==> src/rtl/mem_pkg.sv <==
// Shared memory-stage types: controller state and cache/line geometry.
package mem_pkg;

    typedef enum logic [1:0] {
        IDLE,
        RD_MISS,
        WR
    } state_e;

    localparam logic [31:0] ADDR_BASE_DEF = 32'd1024;
    localparam int          CACHE_AW_DEF  = 17;
    localparam int          LINE_W        = 64;

endpackage

==> src/rtl/cache_controller_if.sv <==
// Bus bundle between the MEM stage, the data cache and the SRAM controller.
interface cache_controller_if
    import mem_pkg::*;
#(
    parameter int CACHE_AW = CACHE_AW_DEF
);
    logic                mem_r_en;
    logic                mem_w_en;
    logic [31:0]         address;
    logic [31:0]         wdata;
    logic [31:0]         rdata;
    logic                ready;
    logic [CACHE_AW-1:0] cache_address;
    logic [LINE_W-1:0]   cache_wdata;
    logic                cache_read;
    logic                cache_write;
    logic                cache_invalid;
    logic [31:0]         cache_rdata;
    logic                cache_hit;
    logic [31:0]         sram_address;
    logic [31:0]         sram_wdata;
    logic                sram_r_en;
    logic                sram_w_en;
    logic [LINE_W-1:0]   sram_rdata;
    logic                sram_ready;

    modport master (
        input  mem_r_en, mem_w_en, address, wdata,
        input  cache_rdata, cache_hit, sram_rdata, sram_ready,
        output rdata, ready, cache_address, cache_wdata,
        output cache_read, cache_write, cache_invalid,
        output sram_address, sram_wdata, sram_r_en, sram_w_en
    );

    modport slave (
        output mem_r_en, mem_w_en, address, wdata,
        output cache_rdata, cache_hit, sram_rdata, sram_ready,
        input  rdata, ready, cache_address, cache_wdata,
        input  cache_read, cache_write, cache_invalid,
        input  sram_address, sram_wdata, sram_r_en, sram_w_en
    );
endinterface

==> src/rtl/cache_controller.sv <==
// Cache/SRAM glue FSM: hits answered in-cycle, misses fill a line from SRAM,
// stores write through to SRAM and invalidate the cached copy.
module cache_controller
    import mem_pkg::*;
#(
    parameter logic [31:0] ADDR_BASE = ADDR_BASE_DEF,
    parameter int          CACHE_AW  = CACHE_AW_DEF
) (
    input logic                clk,
    input logic                rst,
    cache_controller_if.master bus
);
    state_e state_q, state_d;

    logic [CACHE_AW-1:0] caddr;
    logic                word_sel;

    assign caddr    = CACHE_AW'((bus.address - ADDR_BASE) >> 2);
    assign word_sel = caddr[0];

    assign bus.cache_address = caddr;
    assign bus.cache_wdata   = bus.sram_rdata;
    assign bus.sram_address  = bus.address & ~32'h7;
    assign bus.sram_wdata    = bus.wdata;

    // Requests are gated by rst so an asserted reset never starts a miss.
    always_comb begin
        state_d           = state_q;
        bus.ready         = 1'b1;
        bus.rdata         = 32'h0;
        bus.cache_read    = 1'b0;
        bus.cache_write   = 1'b0;
        bus.cache_invalid = 1'b0;
        bus.sram_r_en     = 1'b0;
        bus.sram_w_en     = 1'b0;
        unique case (state_q)
            IDLE: begin
                if (rst && bus.mem_w_en) begin
                    bus.cache_invalid = 1'b1;
                    bus.sram_w_en     = 1'b1;
                    bus.ready         = 1'b0;
                    state_d           = WR;
                end else if (rst && bus.mem_r_en) begin
                    if (bus.cache_hit) begin
                        bus.cache_read = 1'b1;
                        bus.rdata      = bus.cache_rdata;
                    end else begin
                        bus.sram_r_en = 1'b1;
                        bus.ready     = 1'b0;
                        state_d       = RD_MISS;
                    end
                end
            end
            RD_MISS: begin
                bus.sram_r_en = 1'b1;
                bus.ready     = bus.sram_ready;
                if (bus.sram_ready) begin
                    bus.cache_write = 1'b1;
                    bus.rdata       = word_sel ? bus.sram_rdata[63:32]
                                               : bus.sram_rdata[31:0];
                    state_d         = IDLE;
                end
            end
            WR: begin
                bus.sram_w_en = 1'b1;
                bus.ready     = bus.sram_ready;
                if (bus.sram_ready) begin
                    state_d = IDLE;
                end
            end
            default: state_d = IDLE;
        endcase
    end

    always_ff @(posedge clk or negedge rst) begin
        if (!rst) begin
            state_q <= IDLE;
        end else begin
            state_q <= state_d;
        end
    end
endmodule

==> src/flat_wrapper.sv <==
// flat-port wrapper written by rule: the top's interface ports become plain ports
module cache_controller_flat import mem_pkg::*;
#(
    parameter logic [31:0] ADDR_BASE = ADDR_BASE_DEF,
    parameter int          CACHE_AW  = CACHE_AW_DEF
)
  (clk, rst, bus_mem_r_en, bus_mem_w_en, bus_address, bus_wdata, bus_cache_rdata, bus_cache_hit, bus_sram_rdata, bus_sram_ready, bus_rdata, bus_ready, bus_cache_address, bus_cache_wdata, bus_cache_read, bus_cache_write, bus_cache_invalid, bus_sram_address, bus_sram_wdata, bus_sram_r_en, bus_sram_w_en);
  cache_controller_if #(.CACHE_AW(CACHE_AW)) bus_i ();
  input logic clk;
  input logic rst;
  input wire logic [$bits(bus_i.mem_r_en)-1:0] bus_mem_r_en;
  input wire logic [$bits(bus_i.mem_w_en)-1:0] bus_mem_w_en;
  input wire logic [$bits(bus_i.address)-1:0] bus_address;
  input wire logic [$bits(bus_i.wdata)-1:0] bus_wdata;
  input wire logic [$bits(bus_i.cache_rdata)-1:0] bus_cache_rdata;
  input wire logic [$bits(bus_i.cache_hit)-1:0] bus_cache_hit;
  input wire logic [$bits(bus_i.sram_rdata)-1:0] bus_sram_rdata;
  input wire logic [$bits(bus_i.sram_ready)-1:0] bus_sram_ready;
  output wire logic [$bits(bus_i.rdata)-1:0] bus_rdata;
  output wire logic [$bits(bus_i.ready)-1:0] bus_ready;
  output wire logic [$bits(bus_i.cache_address)-1:0] bus_cache_address;
  output wire logic [$bits(bus_i.cache_wdata)-1:0] bus_cache_wdata;
  output wire logic [$bits(bus_i.cache_read)-1:0] bus_cache_read;
  output wire logic [$bits(bus_i.cache_write)-1:0] bus_cache_write;
  output wire logic [$bits(bus_i.cache_invalid)-1:0] bus_cache_invalid;
  output wire logic [$bits(bus_i.sram_address)-1:0] bus_sram_address;
  output wire logic [$bits(bus_i.sram_wdata)-1:0] bus_sram_wdata;
  output wire logic [$bits(bus_i.sram_r_en)-1:0] bus_sram_r_en;
  output wire logic [$bits(bus_i.sram_w_en)-1:0] bus_sram_w_en;
  assign bus_i.mem_r_en = bus_mem_r_en;
  assign bus_i.mem_w_en = bus_mem_w_en;
  assign bus_i.address = bus_address;
  assign bus_i.wdata = bus_wdata;
  assign bus_i.cache_rdata = bus_cache_rdata;
  assign bus_i.cache_hit = bus_cache_hit;
  assign bus_i.sram_rdata = bus_sram_rdata;
  assign bus_i.sram_ready = bus_sram_ready;
  assign bus_rdata = bus_i.rdata;
  assign bus_ready = bus_i.ready;
  assign bus_cache_address = bus_i.cache_address;
  assign bus_cache_wdata = bus_i.cache_wdata;
  assign bus_cache_read = bus_i.cache_read;
  assign bus_cache_write = bus_i.cache_write;
  assign bus_cache_invalid = bus_i.cache_invalid;
  assign bus_sram_address = bus_i.sram_address;
  assign bus_sram_wdata = bus_i.sram_wdata;
  assign bus_sram_r_en = bus_i.sram_r_en;
  assign bus_sram_w_en = bus_i.sram_w_en;
  cache_controller #(.ADDR_BASE(ADDR_BASE), .CACHE_AW(CACHE_AW)) u_core (.clk(clk), .rst(rst), .bus(bus_i));
endmodule
==> config.mk <==
export PLATFORM = sky130hd
export DESIGN_NAME = cache_controller_flat
export DESIGN_NICKNAME = d
export VERILOG_FILES = /design/src/rtl/mem_pkg.sv /design/src/rtl/cache_controller_if.sv /design/src/rtl/cache_controller.sv /design/src/flat_wrapper.sv
export SDC_FILE = /design/constraint.sdc
export NUM_CORES = 1
export LEC_CHECK = 0
export ABC_AREA = 1
export CAP_MARGIN = 20
export CORE_AREA = 3 3 134 136
export CTS_BUF_LIST = sky130_fd_sc_hd__clkbuf_16
export DETAILED_ROUTE_END_ITERATION = 10
export DIE_AREA = 0 0 137 139
export PLACE_DENSITY = 0.69
export SLEW_MARGIN = 15
export SYNTH_ARGS = -nofsm -noshare
export SYNTH_HDL_FRONTEND = slang
export SYNTH_SLANG_ARGS = --single-unit
==> constraint.sdc <==
create_clock -name clk -period 1.4 [get_ports clk]
set_input_delay 0.28 -clock clk [delete_from_list [all_inputs] [get_ports clk]]
set_output_delay 0.28 -clock clk [all_outputs]
set_load 0.02 [all_outputs]
Word-level counts from Yosys, hierarchy flattened

Cells that the tools add are included.

Add/subtract/negate cells: 1
Multiply operators: 0
Div/mod/pow operators: 0
Magnitude comparators: 0
Eq/ne operators: 5
Shift-type cells: 0
Multiplexer cells: 27
Bitwise gates (word level): 0
Reduce and logical (&&, ||, !) cells: 5

Operators with widths:

| cell                   | number |
|---|---|
| $mux 32                | 5 |
| $pmux 32 s2            | 1 |
| $sub 19x11->19 const B | 1 |
| $mux 1                 | 13 |
| $mux 2                 | 4 |
| $pmux 1 s2             | 3 |
| $pmux 2 s2             | 1 |
| $ne 3x1->1 const B     | 1 |
| $ne 3x2->1 const B     | 1 |
| $reduce_and 3->1       | 1 |
| $eq 2x1->1 const B     | 1 |
| $eq 2x2->1 const B     | 1 |
| $logic_and 1x1->1      | 2 |
| $logic_not 2->1        | 1 |
| $ne 2x1->1 const B     | 1 |
| $reduce_or 2->1        | 1 |

Register bits: 2
Latch bits: 0
Memory bits (writable): 0
ROM bits: 0
Bits of input ports: 166
Output and inout bits: 183
Word-level logic and storage cells: 39
Memories: 0

Logic depth before layout (Yosys ltp)

Word-level depth: 4
Gate-level depth with buffers: 8
Mapped depth without buffers: 8

Worst setup path after synthesis

No wires, ideal clock.

Path type: reg2out
From: register u_core.state_q[1]
To: output port bus_rdata[14]
Arrival: 1.522 ns
Required time: 1.120 ns
Path slack: -0.402 ns
Cell stages (with the launch flop): 8
Path buffers: 1
Cell sequence: dfrtp_1 inv_1 ha_1 nand2_1 inv_1 buf_2 nand3_1 a21oi_1

Longest elaborated chain between the ends: 2
Elaborated cells on any way between the ends: 3

RTL lines:

| item                                                 | RTL line               | text |
|---|---|---|
| from (decl)                                          | cache_controller.sv:13 | `state_e state_q, state_d;` |
| from (signal assigned)                               | cache_controller.sv:79 | `state_q <= state_d;` |
| $eq 2x1->1 / $logic_not 2->1 (equally long branches) | cache_controller.sv:36 | `unique case (state_q)` |
| $pmux 32 s2 (*)                                      | cache_controller.sv:36 |  |
| to (decl)                                            | flat_wrapper.sv:19     | `output wire logic [$bits(bus_i.rdata)-1:0] bus_rdata;` |

Mark *: on every way between the ends. The rest lies on a longest branch, timed or not.

Worst setup path after layout

From: register u_core.state_q[0]
To: output port bus_rdata[24]

The elaborated chain is that of the path after synthesis.

==> flow_summary.yaml <==
critical_path:
  reg2reg_setup_slack_ns: -0.04
  critPathCaptureType: "output port"
  worstPathMaxFanout: 18
  rr_worst_depth: 11
  path_class: "register to output port"
  r2r-start: "u_core.state_q[0]$_DFFE_PN0P_"
  crit_path_start_kind: "register"
  r2r_end: "u_core.state_q[0]$_DFFE_PN0P_"
  cp.arrival_ns: 1.63
  worst_ep_required_time_ns: 1.12
route:
  wirelength_um: 13900
  ant_nets: 0
  vias_per_cell: 3.99
  vias: 3602
  dr_wl_met3_um: 1180
  dr.max_layer_used: "met4"
  met1_length_um: 5170
  drt_iter0_markers: 91
  wl_per_cell_um: 15.4
  wl_met2_um: 7180
  drtPass1Iterations: 4
  drc: 0
grt:
  track_usage: 0.135
  first_global_vias: 3709
  grt_pass1_wl_um: 20200
  grt_overflow: 0
  antenna_found_initial: 0
  grt_max_degree: 24
floorplan:
  core_um2: 17100
  pin_count: 349
  rows: 48
  die_w_um: 137
  die_y_um: 139
  die-area_um2: 19000
  start_util: 0.165
power_and_ir_drop:
  peakVddDrop_mv: 1.53
  power_w: 0.00643
  powerDensity_nw_per_um2: 1060
  power.leakage_nw: 2.66
cells_and_area:
  fin_cells: 903
  fillers: 1812
  top_regs: "u_core.state_q (2)"
  final_nets: 852
  num_antenna_cells: 0
  largest_reg_flops: 2
  area_delta_synth_final_pct: 115
  regMostFlops: "u_core.state_q"
  drive_above_1_share: 0.450
sta:
  finalCriticalPeriod_ns: 1.91
  setup_violations: 40
  hold_viol_final: 0
  skew_ns: 0.000919
  clock.fmax_mhz: 524
  setup_ws_ns: -0.510
  rsz0062_at_grt: "yes"
  maxSlewViolCount: 0
  fin_crit_sh: 1.36
status:
  status: "finished, violations left"
  violations: "setup timing"
synth:
  yosysWarnings: 0
  synth_area_leader_cell: "buf_4"
  ys_seq_area_frac: 0.0177
  synth_area_um2: 2820
  synth_top_area_share: 0.373
  synth.avg_cell_area_um2: 5.41
  synth_cells: 521
  synth_seq_cells: 2
  synth_edf_count: 0
  synth_flop_cell: "dfrtp_1"
  yosysMostFrequentCell: "buf_4"
  async_reset_ff_frac: 1.00
  ys_top_cells_by_count: "buf_4, nand2_1, inv_1"
  post_synth_num_cell_types: 22
  synth.top_cells.by_area: "buf_4, nand2_1, nand3_1"
run:
  maxCapViolations: 0
placement:
  port-buffer-count: 232
  gp_congestion: 0.771
  dpl.hpwl_um: 10500
  place_inst: 877
  pre_cts_ws_ns: -1.11
clock_tree:
  postCtsHoldBufs: 0
  clk_pin_slew_worst_paths_ns: 0.03
  clkSinkCount: 2
  clockRootBuffer: "clkbuf_16"
  h-tree-depth: 1
  cts_buffers: 3
  clk_latency_ns: 0.22
  cts_buffer_depth: 2
  cts_tree: "done"
hold_path:
  hp-class: "input pin to asynchronous set/reset pin"
## per-stage QoR
stage	TNS, ns	utilization	hold slack (ns)	area [um2]
after CTS	-18.37	0.356	0.135	6070
after global placement	-67.86	0.326	0.560	5560
final	-17.26	0.356	0.133	6080
after detailed placement	-68.28	0.326	0.560	5560
after floorplan	-3.65	-	-0.0156	3630
after global routing	-19.46	0.356	0.149	6080
## where the power goes
part / leakage, nW / switching [W] / total, W / internal [W]
clock: 0.0370 / 0.0000679 / 0.000431 / 0.000364
combinational: 2.60 / 0.00303 / 0.00588 / 0.00286
sequential: 0.0247 / 0.0000320 / 0.000119 / 0.0000874
total: 2.66 / 0.00313 / 0.00643 / 0.00331
## logic make-up after synthesis
group | after synthesis | share of synthesized area
DFF | 2 | 0.0177
xor gates and xnor gates | 5 | 0.0155
other | 1 | 0.00133
buffers and inverters | 242 | 0.523
AOI/OAI and AO/OA | 38 | 0.0674
adders and majority gates | 6 | 0.0266
and+or+nand+nor | 227 | 0.348
## layout by cell type, fill, tap and decap left out, types with 5 or more instances in the layout
master and n:
nor2_2 9, nor2_1 27, clkdlybuf4s15_1 18, nand3_4 12, dlygate4sd2_1 31, buf_4 52
clkbuf_2 6, buf_12 15, nand2_1 102, buf_2 30, inv_1 69, clkdlybuf4s50_1 102
nand3_2 48, buf_6 52, nor2_4 6, inv_2 7, nand3_1 7, nand2_2 6
nand2_4 5, a21oi_4 32
## worst max-delay path by stage
| stage | startpoint | endpoint | slack [ns] | cells after the start |
|---|---|---|---|---|
| final | u_core.state_q[0]$_DFFE_PN0P_ | bus_rdata[24] | -0.51 | 7 |
| after CTS | u_core.state_q[0]$_DFFE_PN0P_ | bus_rdata[6] | -0.57 | 9 |
| after global placement | rst | bus_rdata[31] | -1.09 | 7 |
| after detailed placement | rst | bus_rdata[23] | -1.11 | 7 |
| after floorplan | u_core.state_q[0]$_DFFE_PN0P_ | bus_rdata[12] | -0.12 | 6 |
| after global routing | u_core.state_q[0]$_DFFE_PN0P_ | bus_rdata[22] | -0.56 | 7 |
## cell type report
| type | instances | area, um2 | share of cell area |
|---|---|---|---|
| sequential | 2 | 51.3 | 0.00844 |
| clock buffer | 3 | 75.1 | 0.0124 |
| multi-input combinational | 280 | 2240 | 0.369 |
| inverter | 79 | 314 | 0.0517 |
| timing repair buffer | 314 | 3110 | 0.512 |
| tap | 225 | 282 | 0.0463 |
## layer usage
layer / vias to the layer above / track usage
li1: 1768 / -
met1: 1618 / 0.149
met2: 179 / 0.257
met3: 37 / 0.0276
met4: 0 / 0.0352
met5: - / 0
## critical path, stage by stage, from the launching register on
cell	delay [ns]
dfrtp_2	0.43
inv_2	0.09
buf_6	0.09
ha_4	0.17
buf_12	0.18
nand3_1	0.14
a21oi_4	0.17
buf_6	0.13
## repair_timing
item                                    in CTS  in global routing
cloned                                       8                  0
buffers inserted                            17                  2
endpoints found under the setup margin     123                 74
pin swaps                                   25                 15
resized for setup                          486                 64
(Power assumes the default switching activity.)
